===== src/rtl/tia_pkg.sv =====
// Shared constants and the LFSR step function for the TIA horizontal timebase.
package tia_pkg;

  localparam int unsigned HLFSR_W = 6;
  localparam logic [HLFSR_W-1:0] HLFSR_RESET    = 6'b000000;
  localparam logic [HLFSR_W-1:0] HLFSR_TERMINAL = 6'b001010;
  localparam int unsigned HLFSR_PERIOD = 57;

  localparam int unsigned PHASE_DIV = 4;
  localparam int unsigned PHASE_W   = $clog2(PHASE_DIV);

  // Phase counter encodings: reset sits on the last phase so the first edge enters phi1.
  localparam logic [PHASE_W-1:0] PHASE_RESET = PHASE_W'(PHASE_DIV - 1);
  localparam logic [PHASE_W-1:0] PHASE_PHI1  = '0;
  localparam logic [PHASE_W-1:0] PHASE_PHI2  = PHASE_W'(PHASE_DIV / 2);

  function automatic logic [HLFSR_W-1:0] hlfsr_next(input logic [HLFSR_W-1:0] s);
    return {s[HLFSR_W-2:0], ~(s[HLFSR_W-1] ^ s[HLFSR_W-2])};
  endfunction

endpackage


===== src/rtl/tia_biphase_clock.sv =====
// Divide-by-four phase generator: registered hphi1/hphi2 strobes and the latched reset rsynl.
module tia_biphase_clock
  import tia_pkg::*;
(
  input  logic clk,
  input  logic rsyn,
  output logic hphi1,
  output logic hphi2,
  output logic rsynl,
  output logic phi2_entry
);

  logic [PHASE_W-1:0] p_q, p_d;
  logic hphi1_q, hphi1_d;
  logic hphi2_q, hphi2_d;
  logic rsynl_q, rsynl_d;

  always_comb begin
    p_d = (p_q == PHASE_RESET) ? PHASE_PHI1 : p_q + 1'b1;
    hphi1_d = (p_d == PHASE_PHI1);
    hphi2_d = (p_d == PHASE_PHI2);
    rsynl_d = hphi1_d ? 1'b0 : rsynl_q;
    phi2_entry = hphi2_d;
  end

  always_ff @(posedge clk or posedge rsyn) begin
    if (rsyn) begin
      p_q     <= PHASE_RESET;
      hphi1_q <= 1'b0;
      hphi2_q <= 1'b0;
      rsynl_q <= 1'b1;
    end else begin
      p_q     <= p_d;
      hphi1_q <= hphi1_d;
      hphi2_q <= hphi2_d;
      rsynl_q <= rsynl_d;
    end
  end

  assign hphi1 = hphi1_q;
  assign hphi2 = hphi2_q;
  assign rsynl = rsynl_q;

endmodule


===== src/rtl/tia_horizontal_timebase.sv =====
// TIA horizontal timebase: phase strobes, 57-state H-sync LFSR, shb decode and rsynd.
// Define TIA_HTIMEBASE_ASSERT_EN to compile in simulation assertions.
module tia_horizontal_timebase
  import tia_pkg::*;
(
  input  logic       clk,
  input  logic       rsyn,
  output logic       hphi1,
  output logic       hphi2,
  output logic       rsynl,
  output logic [5:0] out,
  output logic       shb,
  output logic       rsynd
);

  logic phi2_entry;
  logic [HLFSR_W-1:0] out_q, out_d;
  logic rsynd_q, rsynd_d;

  tia_biphase_clock u_biphase (
    .clk        (clk),
    .rsyn       (rsyn),
    .hphi1      (hphi1),
    .hphi2      (hphi2),
    .rsynl      (rsynl),
    .phi2_entry (phi2_entry)
  );

  // The shift happens on the edge that leaves phi2, so hphi2 high acts as the enable.
  always_comb begin
    shb     = (out_q == HLFSR_TERMINAL) | rsynl;
    out_d   = out_q;
    if (hphi2) begin
      out_d = shb ? HLFSR_RESET : hlfsr_next(out_q);
    end
    rsynd_d = phi2_entry ? 1'b0 : rsynd_q;
  end

  always_ff @(posedge clk or posedge rsyn) begin
    if (rsyn) begin
      out_q   <= HLFSR_RESET;
      rsynd_q <= 1'b1;
    end else begin
      out_q   <= out_d;
      rsynd_q <= rsynd_d;
    end
  end

  assign out   = out_q;
  assign rsynd = rsynd_q;

`ifdef TIA_HTIMEBASE_ASSERT_EN
  int unsigned shift_cnt_q;

  always_ff @(posedge clk or posedge rsyn) begin
    if (rsyn) begin
      shift_cnt_q <= 0;
    end else begin
      a_no_overlap: assert (!(hphi1 && hphi2));
      a_no_ones:    assert (out_q != '1);
      if (hphi2) begin
        if (out_q == HLFSR_RESET) begin
          shift_cnt_q <= 1;
        end else begin
          shift_cnt_q <= shift_cnt_q + 1;
          if (out_d == HLFSR_RESET) begin
            a_period: assert (shift_cnt_q + 1 == HLFSR_PERIOD);
          end
        end
      end
    end
  end
`endif

endmodule


===== config.mk =====
export PLATFORM = sky130hd
export DESIGN_NAME = tia_horizontal_timebase
export DESIGN_NICKNAME = d
export VERILOG_FILES = /design/src/rtl/tia_pkg.sv /design/src/rtl/tia_biphase_clock.sv /design/src/rtl/tia_horizontal_timebase.sv
export SDC_FILE = /design/constraint.sdc
export NUM_CORES = 1
export LEC_CHECK = 0
export ABC_AREA = 1
export CORE_MARGIN = 8
export CORE_UTILIZATION = 25
export CTS_BUF_LIST = sky130_fd_sc_hd__clkbuf_8
export DETAILED_ROUTE_END_ITERATION = 12
export PLACE_DENSITY = 0.5
export SETUP_SLACK_MARGIN = 0.1
export SYNTH_ARGS = -nofsm -noshare
export SYNTH_HDL_FRONTEND = slang
export SYNTH_SLANG_ARGS = --single-unit
export TNS_END_PERCENT = 100

===== constraint.sdc =====
create_clock -name clk -period 1.05 [get_ports clk]
set_input_delay 0.21 -clock clk [delete_from_list [all_inputs] [get_ports clk]]
set_output_delay 0.21 -clock clk [all_outputs]
set_load 0.01 [all_outputs]

# ---- Word-level counts from Yosys, hierarchy flattened
# Cells that the tools add are included.
dict set report classes {
  muxes 2
  reduce_logical 1
  n_eq_ne 3
  bitwise 3
  n_addsub 1
}
# op count
set ops {}
lappend ops {{== test 6 x 4 -> 1 bit (second input constant)} 1}
lappend ops {{two-way mux 6 bit} 1}
lappend ops {{== test 2 bit (second input constant)} 2}
lappend ops {{adder 2 x 1 -> 2 bit (second input constant)} 1}
lappend ops {{zero test 2 bit} 1}
lappend ops {{two-way mux 2 bit} 1}
lappend ops {{inverter 1 bit} 1}
lappend ops {{bitwise OR 1 bit} 1}
lappend ops {{bitwise XOR 1 bit} 1}
dict set report word_totals {
  out_inout_bits 11
  inputBits 2
  wordCells 16
  regBits 12
}

# ---- Depth between registers and ports, before layout
# Gate-level depths: netlist of run 1.
dict set report depth {
  ltp_word 3
  ltp_mapped 7
  mapped_depth_nobuf 7
}

# ---- Cells and area by module
# A second synthesis of run 1 with hierarchy kept.
dict set report unflattened {
  cells_unflattened 62
  hier_area_um2 545.5
}
# mod area_each_um2 n_inst seq_area_each_um2 cells_each
set by_module_without_submodules {}
lappend by_module_without_submodules {tia_horizontal_timebase 356.6 1 176.4 48}
lappend by_module_without_submodules {tia_biphase_clock 188.9 1 128.9 14}

# ---- Least setup slack after synthesis of run 1
# OpenSTA, ideal clock, no wires.
dict set report synth_path {
  kind {register -> output}
  from {register out_q[4] (netlist: out[4])}
  to {output port shb}
  arrival_time_ps 952
  path_buffers 0
  required_ps 840
  setup_slack_ps -112
  path_stages_with_launch 7
  cell_sequence {dfrtp_1 > inv_1 > ha_1 > inv_1 > nor2_1 > nand3_2 > nand2_1}
}
dict set report synth_via {
  elab_chain_cells 2
}
# element line
set synth_lines {}
lappend synth_lines {{from (decl)} tia_horizontal_timebase.sv:17} ;# logic [HLFSR_W-1:0] out_q, out_d;
lappend synth_lines {{from (signal assigned)} tia_horizontal_timebase.sv:44} ;# out_q <= out_d;
lappend synth_lines {{== test 6 x 4 -> 1 bit} tia_horizontal_timebase.sv:31} ;# shb = (out_q == HLFSR_TERMINAL) | rsynl;
lappend synth_lines {{bitwise OR 1 bit} tia_horizontal_timebase.sv:31}
lappend synth_lines {{to (decl)} tia_horizontal_timebase.sv:12} ;# output logic shb,
# No other way between the ends.

# ---- Worst setup path in the final report of run 1
# Ends and elaborated chain as after synthesis.

==> reports/results.tsv, run 1 <==
stage	metric	value	unit
status	outcome	complete, but fails checks	
status	violations	negative setup slack	
synth	synth_adder_area_share	9.76	%
grt	antenna_found_initial	0	
worst_setup_path	arrival	1.19	ns
synth	synth-seq-cells	12	
synth	netlist_area	513	µm²
grt	grt_max_degree	9	
clock_tree	clk_pin_slew_worst_paths	0.05	ns
power_and_ir_drop	swShare	18.7	%
synth	synth-compound-area-share	3.66	%
worst_setup_path	rrSetupSlack	-0.22	ns
detailed_routing	drt_iter0_markers	5	
power_and_ir_drop	ir_drop	630	µV
die	dieArea	0.00376	mm²
synth	synth_cells	50	
timing	final.setup.worst_slack	-0.348	ns
timing	timing.final.max_slew_violations	0	
timing	fmax	715	MHz
detailed_routing	drc	0	
finish	layout.nets	95	
power_and_ir_drop	switchingPower	0.168	mW
worst_setup_path	startpoint	out[4]$_DFFE_PP0P_	
synth	synth.distinct_cells	12	
placed_design	port_buffers	12	
die	rows	16	
finish	drive_gt1_share	53.4	%
worst_setup_path	r2r-end	out[0]$_DFFE_PP0P_	
synth	synthXorXnorAreaFrac	0	%
clock_tree	cts.sinks	12	
detailed_routing	num_vias	458	
timing	rsz0062_at_grt	true	
grt	grt_overflow_total	0	
power_and_ir_drop	p_leak	0.488	nW
finish	areaGrowthSynthToFinish	81.5	%
detailed_routing	viasPerCell	3.98	
worst_setup_path	crit_path_start_kind	register	
timing	period_share	133	%
timing	tightest_slew	0.140	ns
clock_tree	cts_buffers	3	
power_and_ir_drop	power_frac_comb	2.0	%
run	drv_cap	0	
die	start_util	26.4	%
worst_hold_path	hp-class	in -> async	
timing	setup_viol	13	
synth	synth_top_family_by_area	simple AND/OR/NAND/NOR gates	
synth	ys_warn_count	0	
finish	antenna_cells	0	
power_and_ir_drop	clkPwrFrac	46.2	%
worst_setup_path	r2r_start	out[4]$_DFFE_PP0P_	
detailed_routing	wl_per_cell	10.1	µm
synth	syn-num-nets	56	
placed_design	dp_cells	102	
synth	avgSynthCellArea	10.3	µm²
die	die_h	61.3	µm
worst_setup_path	cp-end-kind	output pin	
power_and_ir_drop	sequentialPowerShare	51.7	%
synth	muxShareOfSynthArea	0	%
clock_tree	cts_hold_buf	0	
power_and_ir_drop	p_per_area	964	mW/mm²
detailed_routing	firstDrtPassIters	3	
clock_tree	cts_tree	built	
worst_setup_path	critPathKind	reg -> out	
timing	finalSetupTns	-1.76	ns
clock_tree	cts.path.max_buffers	2	
timing	skew	0.00458	ns
grt	grt_pass1_vias	461	
clock_tree	clock_latency	0.24	ns
synth	yosysSeqAreaShare	59.5	%
detailed_routing	antenna_left	0	
finish	final_cells	115	
worst_setup_path	crit_path_end	shb	
placed_design	dp_hpwl	829	µm
die	core_area	0.00194	mm²
clock_tree	htreeDepth	1	
grt	grt_usage	6.75	%
timing	min_period	1.40	ns
synth	yosys.area_share.simple	18.3	%
finish	fillerInstances	203	
die	ioPinCount	13	
timing	slew_headroom	90.7	%
power_and_ir_drop	p_int	0.729	mW
grt	grt_pass1_wl	1840	µm
worst_setup_path	worstRegToRegCells	9	
timing	hold_violations	0	
worst_setup_path	critPathRequiredTime	0.84	ns
die	die_x	61.3	µm
detailed_routing	routed_wl	1160	µm
worst_setup_path	crit_fanout	2	
placed_design	gp_congestion	0.685	
clock_tree	root_buffer	clkbuf_8	
per-layer routing:
| layer | vias to the layer above | track usage, % | share of wire, % |
|---|---|---|---|
| met3 | 0 | 2.92 | 6.5 |
| li1 | 228 | - | - |
| met4 | 0 | 3.99 | 0 |
| met5 | - | 0 | 0 |
| met2 | 8 | 11.8 | 55 |
| met1 | 222 | 6.41 | 38 |
worst min path at each step:
stage	end	slack (ns)
6_report	u_biphase.hphi1$_DFF_PP0_	0.24
3_5_place_dp	rsynd$_DFFE_PP1P_	0.43
5_1_grt	u_biphase.hphi1$_DFF_PP0_	0.25
4_1_cts	u_biphase.hphi1$_DFF_PP0_	0.23
2_1_floorplan	out[0]$_DFFE_PP0P_	0.07
3_3_place_gp	rsynd$_DFFE_PP1P_	0.43
critical path: stages, from the launching register on:
cell     delay [ns]
dfrtp_1        0.38
inv_1          0.06
ha_1           0.13
inv_1          0.04
nor2_2         0.09
nand3_2        0.09
nand2_2        0.07
buf_6          0.09
layout by cell type, fill, tap and decap left out:
master           count
nor2_1               3
nand2_1              9
a22o_1               1
buf_2                1
a22o_2               1
dfstp_2              4
nand3_2              1
nor2_4               1
dfrtp_1              8
clkbuf_8             3
buf_6               21
inv_1               11
clkdlybuf4s50_1      1
nor2_2               1
ha_1                 4
buf_4               11
nand2_2              1
inv_2                2
nand3_1              4
metrics by stage:
step                      hold WS (ns)  setup slack [ns]  utilization, %  area [µm²]  total power [mW]
after floorplan                 0.0718           -0.0990               -         515             0.478
after global placement           0.428            -0.564            39.5         767             0.490
after detailed placement         0.427            -0.556            39.5         767             0.490
after CTS                        0.234            -0.373            44.2         858             0.915
after global routing             0.254            -0.453            47.9         931             0.948
final                            0.237            -0.348            47.9         931             0.897
cells in the mapped netlist:
| cell type | instances | area [µm²] |
|---|---|---|
| inv_1 | 10 | 37.5 |
| nand2_1 | 10 | 37.5 |
| dfrtp_1 | 8 | 200 |
| dfstp_2 | 4 | 105 |
| ha_1 | 4 | 50.1 |
| nand3_1 | 4 | 20.0 |
| nor2_1 | 4 | 15.0 |
| inv_2 | 2 | 7.51 |
| a22o_1 | 1 | 8.76 |
| a22o_2 | 1 | 10.0 |
| nand3_2 | 1 | 10.0 |
| nor2_4 | 1 | 11.3 |
cells by family (layout without fill, tap and decap cells):
logic type               Yosys count  after routing
buffers and inverters             12             50
AND/OR/NAND/NOR                   20             20
flip-flops                        12             12
adder cells (fa/ha/maj)            4              4
AO/OA/AOI/OAI                      2              2
power groups by stage:
stage          clock network [mW]  registers (mW)  logic [mW]
2_1_floorplan                   0           0.471     0.00693
3_3_place_gp                    0           0.471      0.0188
3_5_place_dp                    0           0.471      0.0190
4_1_cts                     0.432           0.464      0.0190
5_1_grt                     0.464           0.463      0.0208
6_report                    0.415           0.464      0.0183
registers in the layout (all words and copies together), names as in the netlist:
| name | cells |
|---|---|
| out | 6 |
| rsynd | 1 |
| u_biphase.hphi1 | 1 |
| u_biphase.hphi2 | 1 |
| u_biphase.p_q | 2 |
| u_biphase.rsynl | 1 |
repair_timing:
| action | CTS | global route |
|---|---|---|
| buffers inserted | 5 | 7 |
| endpoints found under the setup margin | 17 | 18 |
| pin swaps | 1 | 3 |
| resized for setup | 58 | 9 |
area by class of cell:
cell class,instances,area [µm²],share of cell area (%)
Clock inverter,1,3.75,0.403
Clock buffer,3,41.3,4.44
Timing Repair Buffer,34,334,35.9
Sequential cell,12,305,32.8
Inverter,12,45.0,4.84
Tap cell,27,33.8,3.63
Multi-Input combinational cell,26,168,18.0
No activity file was read; power rests on OpenSTA's default activity.
==> inputs of run 2 (changes only) <==
--- a/config.mk
+++ b/config.mk
@@ -6,11 +6,11 @@
 export NUM_CORES = 1
 export LEC_CHECK = 0
 export ABC_AREA = 1
-export CORE_MARGIN = 8
-export CORE_UTILIZATION = 25
+export CORE_AREA = 8 8 45 47
 export CTS_BUF_LIST = sky130_fd_sc_hd__clkbuf_8
 export DETAILED_ROUTE_END_ITERATION = 12
-export PLACE_DENSITY = 0.5
+export DIE_AREA = 0 0 53 55
+export PLACE_DENSITY = 0.7
 export SETUP_SLACK_MARGIN = 0.1
 export SYNTH_ARGS = -nofsm -noshare
 export SYNTH_HDL_FRONTEND = slang
==> constraint.sdc (replaced) <==
create_clock -name clk -period 1.2 [get_ports clk]
set_input_delay 0.24 -clock clk [delete_from_list [all_inputs] [get_ports clk]]
set_output_delay 0.24 -clock clk [all_outputs]
set_load 0.01 [all_outputs]
==> reports/results.tsv, run 2 (same netlist as run 1, synthesis figures left out) <==
stage	metric	value	unit	change
finish	layout_common_cells	buf_6, buf_4, inv_1, nand2_1, dfrtp_1		
die	die_h	55	µm	-10%
finish	layout.nets	92		-3.2%
grt	grt_max_degree	8		-1
power_and_ir_drop	finalPower	0.858	mW	-4.3%
worst_setup_path	critPathRequiredTime	0.96	ns	+0.12 ns
finish	final_util	65.9	%	+18 points
clock_tree	root_buffer	clkbuf_8		
worst_setup_path	r2r-end	out[4]$_DFFE_PP0P_		
finish	antenna_cells	0		unchanged
die	die_x	53	µm	-14%
finish	fillerInstances	120		-41%
timing	worst_hold_slack	0.209	ns	-0.0284 ns
finish	seqCellArea	305	µm²	unchanged
finish	final_cells	101		-12%
timing	final.setup.worst_slack	-0.250	ns	+0.0986 ns
clock_tree	htreeDepth	1		unchanged
grt	grt_pass1_vias	412		-11%
clock_tree	clock_latency	0.24	ns	about the same
worst_setup_path	crit_fanout	2		unchanged
die	rows	14		-2
power_and_ir_drop	p_per_area	941	mW/mm²	-2.4%
die	core_area	0.00138	mm²	-29%
timing	setup_viol	6		-7
worst_setup_path	worstRegToRegCells	9		unchanged
die	start_util	37.1	%	+11 points
power_and_ir_drop	ir_drop	572	µV	-9.1%
detailed_routing	viasPerCell	4.30		+7.9%
placed_design	dp_hpwl	737	µm	-11%
worst_hold_path	hp-class	in -> async		
placed_design	dp_cells	88		-14%
timing	skew	0.00433	ns	-0.000250 ns
die	ioPinCount	13		unchanged
worst_setup_path	crit_path_start_kind	register		
detailed_routing	routed_wl	1080	µm	-7.1%
clock_tree	cts_tree	built		
worst_setup_path	arrival	1.21	ns	+0.02 ns
grt	grt_overflow_total	0		unchanged
timing	hold_violations	0		unchanged
status	outcome	complete, but fails checks		
timing	tightest_slew	0.201	ns	+0.0611 ns
run	drv_cap	0		unchanged
detailed_routing	drt_iter0_markers	3		-2
clock_tree	clk_pin_slew_worst_paths	0.05	ns	about the same
detailed_routing	num_vias	434		-5.2%
finish	multi_input_area	188	µm²	+12%
placed_design	gp_congestion	0.701		+2.3%
clock_tree	cts_hold_buf	0		unchanged
status	violations	negative setup slack		
clock_tree	cts.path.max_buffers	2		unchanged
timing	fmax	690	MHz	
worst_setup_path	cp-end-kind	output pin		
die	dieArea	0.00292	mm²	-22%
grt	grt_pass1_wl	1730	µm	-5.7%
detailed_routing	firstDrtPassIters	3		unchanged
worst_setup_path	startpoint	out[5]$_DFFE_PP0P_		
timing	slew_headroom	86.6	%	-4.1 points
grt	grt_usage	8.29	%	+1.5 points
timing	timing.final.max_slew_violations	0		unchanged
detailed_routing	antenna_left	0		unchanged
clock_tree	cts_buffers	3		unchanged
finish	largest_reg_flops	6		unchanged
finish	drive_gt1_share	57.6	%	+4.2 points
timing	period_share	121	%	
finish	areaGrowthSynthToFinish	77.8	%	
worst_setup_path	r2r_start	out[5]$_DFFE_PP0P_		
finish	layout_commonest_cell	buf_6		
worst_setup_path	rrSetupSlack	-0.07	ns	+0.15 ns
timing	min_period	1.45	ns	
timing	rsz0062_at_grt	true		
placed_design	port_buffers	12		unchanged
detailed_routing	wl_per_cell	10.6	µm	+5.8%
worst_setup_path	critPathKind	reg -> out		
clock_tree	cts.sinks	12		unchanged
detailed_routing	drc	0		unchanged
grt	antenna_found_initial	0		unchanged
power_and_ir_drop	p_leak	0.469	nW	-3.8%
[run 2: cell types whose count changed in the layout (fill, tap and decap cells not counted), sizes merged]
cell,before,now
clkbuf,3,4
buf,33,29
clkdlybuf4s15,0,1
inv,13,12
[run 2: per-stage QoR]
stage	worst slack, ns	area [µm²]	setup TNS (ns)
2_1_floorplan	0.0210	515	0
3_3_place_gp	-0.449	731	-0.661
3_5_place_dp	-0.456	731	-0.728
4_1_cts	-0.293	828	-0.882
5_1_grt	-0.323	912	-0.974
6_report	-0.250	912	-0.545
[run 2: per-layer routing]
metal  global-route usage (%)  vias to the layer above  share of wire [%]
met5                        0                        -                  0
met4                     6.47                        0                2.8
met3                     2.67                        5                6.0
met2                     14.6                       11                 52
met1                     7.85                      197                 38
li1                         -                      221                  -
[run 2: how the worst max path moves through the flow]
stage	end	slack (ns)
3_5_place_dp	shb	-0.46
5_1_grt	shb	-0.32
3_3_place_gp	shb	-0.45
6_report	shb	-0.25
4_1_cts	shb	-0.29
2_1_floorplan	shb	0.02
[run 2: critical path, stage by stage (launching register included)]
cell     delay (ns)
dfrtp_1        0.38
inv_1          0.06
ha_2           0.16
inv_2          0.04
nor2_4         0.07
nand3_2        0.08
nand2_2        0.08
buf_6          0.09
[run 2: power breakdown]
part           internal [mW]  total, mW  switching (mW)
clock                  0.290      0.439           0.149
sequential             0.406      0.406               0
combinational        0.00516     0.0134         0.00825
[run 2: cell type report]
cell class	count	share of cell area (%)
sequential	12	33.5
multi-input combinational	26	20.6
inverter	12	4.94
timing repair buffer	31	32.8
tap	16	2.19
clock buffer	4	6.04
[run 2: what timing repair did]
item                       CTS  global route
setup endpoints to repair   15            14
pin swaps                    3             6
hold endpoints to repair     0             0
setup buffers                1            10
gates resized for setup     56            11
==> inputs of run 3 (changes only) <==
--- a/config.mk
+++ b/config.mk
@@ -10,7 +10,7 @@
 export CTS_BUF_LIST = sky130_fd_sc_hd__clkbuf_8
 export DETAILED_ROUTE_END_ITERATION = 12
 export DIE_AREA = 0 0 53 55
-export PLACE_DENSITY = 0.7
+export PLACE_DENSITY = 0.67
 export SETUP_SLACK_MARGIN = 0.1
 export SYNTH_ARGS = -nofsm -noshare
 export SYNTH_HDL_FRONTEND = slang
==> constraint.sdc (replaced) <==
create_clock -name clk -period 1.35 [get_ports clk]
set_input_delay 0.27 -clock clk [delete_from_list [all_inputs] [get_ports clk]]
set_output_delay 0.27 -clock clk [all_outputs]
set_load 0.01 [all_outputs]
==> reports/results.tsv, run 3 (same netlist as run 1, synthesis figures left out) <==
stage	metric	value	unit	change
status	outcome	complete, but fails checks		
status	violations	negative setup slack		
worst_setup_path	cp_slowest_cell	dfrtp_1		
worst_setup_path	crit_chain	inv_1, ha_1, inv_1, nor2_2, nand3_2, nand2_1, buf_2		
worst_setup_path	cp_common_cell	inv_1		
grt	grt_max_degree	13		+5
timing	final.setup.worst_slack	-0.130	ns	+0.119 ns
timing	hold_violations	0		unchanged
clock_tree	cts_hold_buf	0		unchanged
finish	antenna_cells	0		unchanged
worst_setup_path	startpoint	out[4]$_DFFE_PP0P_		
power_and_ir_drop	p_per_area	1050	mW/mm²	+11%
timing	fmax	675	MHz	
finish	layout_common_cells	inv_1, nand2_1, buf_4, dfrtp_1, buf_2		
clock_tree	cts.sinks	12		unchanged
detailed_routing	firstDrtPassIters	4		+1
grt	grt_usage	7.68	%	-0.61 points
power_and_ir_drop	finalPower	0.765	mW	-11%
power_and_ir_drop	p_leak	0.404	nW	-14%
placed_design	gp_congestion	0.713		+1.8%
die	start_util	37.1	%	unchanged
clock_tree	cts_buffers	3		unchanged
placed_design	port_buffers	12		unchanged
die	core_area	0.00138	mm²	unchanged
detailed_routing	antenna_left	0		unchanged
clock_tree	root_buffer	clkbuf_8		
clock_tree	clk_pin_slew_worst_paths	0.05	ns	about the same
die	die_x	53	µm	unchanged
worst_setup_path	r2r_start	out[4]$_DFFE_PP0P_		
clock_tree	cts_setup_buffers	0		-1
die	rows	14		unchanged
die	die_h	55	µm	unchanged
placed_design	dp_hpwl	736	µm	-0.11%
clock_tree	cts.path.max_buffers	2		unchanged
timing	worst_hold_slack	0.323	ns	+0.114 ns
detailed_routing	num_vias	400		-7.8%
detailed_routing	routed_wl	940	µm	-13%
worst_setup_path	critPathKind	reg -> out		
worst_setup_path	crit_path_start_kind	register		
worst_setup_path	crit_fanout	2		unchanged
finish	largest_reg_flops	6		unchanged
worst_setup_path	critPathMaxStageDelay	0.37	ns	about the same
timing	period_share	110	%	
timing	min_period	1.48	ns	
timing	slew_headroom	70.9	%	-16 points
die	ioPinCount	13		unchanged
power_and_ir_drop	ir_drop	873	µV	+53%
clock_tree	htreeDepth	1		unchanged
detailed_routing	wl_per_cell	10.3	µm	-2.9%
clock_tree	cts_tree	built		
finish	layout.nets	82		-11%
worst_hold_path	hp-class	in -> async		
finish	drive_gt1_share	42.7	%	-15 points
clock_tree	clock_latency	0.24	ns	about the same
placed_design	dp_cells	87		-1.1%
worst_setup_path	cp-end-kind	output pin		
timing	timing.final.max_slew_violations	0		unchanged
die	dieArea	0.00292	mm²	unchanged
finish	areaGrowthSynthToFinish	42.4	%	
detailed_routing	drt_iter0_markers	4		+1
timing	skew	0.00129	ns	-0.00303 ns
finish	final_cells	91		-9.9%
grt	grt_pass1_wl	1610	µm	-6.8%
worst_setup_path	arrival	1.21	ns	about the same
timing	setup_viol	1		-5
run	drv_cap	0		unchanged
worst_setup_path	rrSetupSlack	0.18	ns	+0.25 ns
worst_setup_path	critPathRequiredTime	1.08	ns	+0.12 ns
grt	grt_overflow_total	0		unchanged
grt	antenna_found_initial	0		unchanged
timing	tightest_slew	0.437	ns	+0.236 ns
detailed_routing	drc	0		unchanged
grt	grt_pass1_vias	394		-4.4%
detailed_routing	viasPerCell	4.40		+2.3%
timing	rsz0062_at_grt	true		
run 3: cell count changes in the layout (fill, tap and decap cells not counted), sizes merged:
cell           previous run  this run
dlygate4sd2               0         2
clkbuf                    4         5
buf                      29        17
clkdlybuf4s15             1         0
run 3: final timing paths:
kind	to	cells past startpoint
min reg2reg	rsynd$_DFFE_PP1P_	2
max in group asynchronous	u_biphase.rsynl$_DFFE_PP1P_	2
max	shb	7
min in group clk	rsynd$_DFFE_PP1P_	2
max reg2reg	out[4]$_DFFE_PP0P_	8
min	u_biphase.hphi2$_DFF_PP0_	2
run 3: worst max-delay path, delay by kind of cell, from the launching register on:
kind / cells / cell delay (ns)
buffers and inverters: 3 / 0.23
adder cells (fa/ha/maj): 1 / 0.14
flip-flops: 1 / 0.37
AND/OR/NAND/NOR: 3 / 0.24
run 3: metal layers:
layer  global-route usage, %  vias to the layer above  part of all wire [%]
li1                        -                      204                     -
met1                    7.06                      182                    43
met2                    13.7                       12                    48
met3                    2.41                        2                   6.8
met4                    6.47                        0                   2.6
met5                       0                        -                     0
run 3: area by class of cell:
class | instances | area [µm²]
inverters | 12 | 45.0
repair buffers | 21 | 140
well taps | 16 | 20.0
clock buffers | 4 | 55.1
multi-input cells | 26 | 165
fillers | 138 | 653
flip-flops and latches | 12 | 305
run 3: power breakdown:
part | total [mW] | internal, mW | switching (mW) | leakage (nW)
registers | 0.361 | 0.361 | 0 | 0.133
logic | 0.00936 | 0.00268 | 0.00668 | 0.242
clock network | 0.395 | 0.258 | 0.137 | 0.0288
total | 0.765 | 0.621 | 0.143 | 0.404
run 3: through the flow:
stage / setup slack (ns) / TNS [ns] / cell area (µm²) / util (%)
finish: -0.130 / -0.130 / 731 / 52.8
global route: -0.229 / -0.229 / 731 / 52.8
CTS: -0.178 / -0.178 / 761 / 55.0
detailed placement: -0.340 / -0.340 / 721 / 52.1
global placement: -0.323 / -0.323 / 721 / 52.1
floorplan: 0.128 / 0 / 513 / -
run 3: timing repair:
item                                    CTS  global route
hold endpoints to repair                  0             0
endpoints found under the setup margin   11            10
pin swaps                                 1             1
gates resized for setup                  33             5
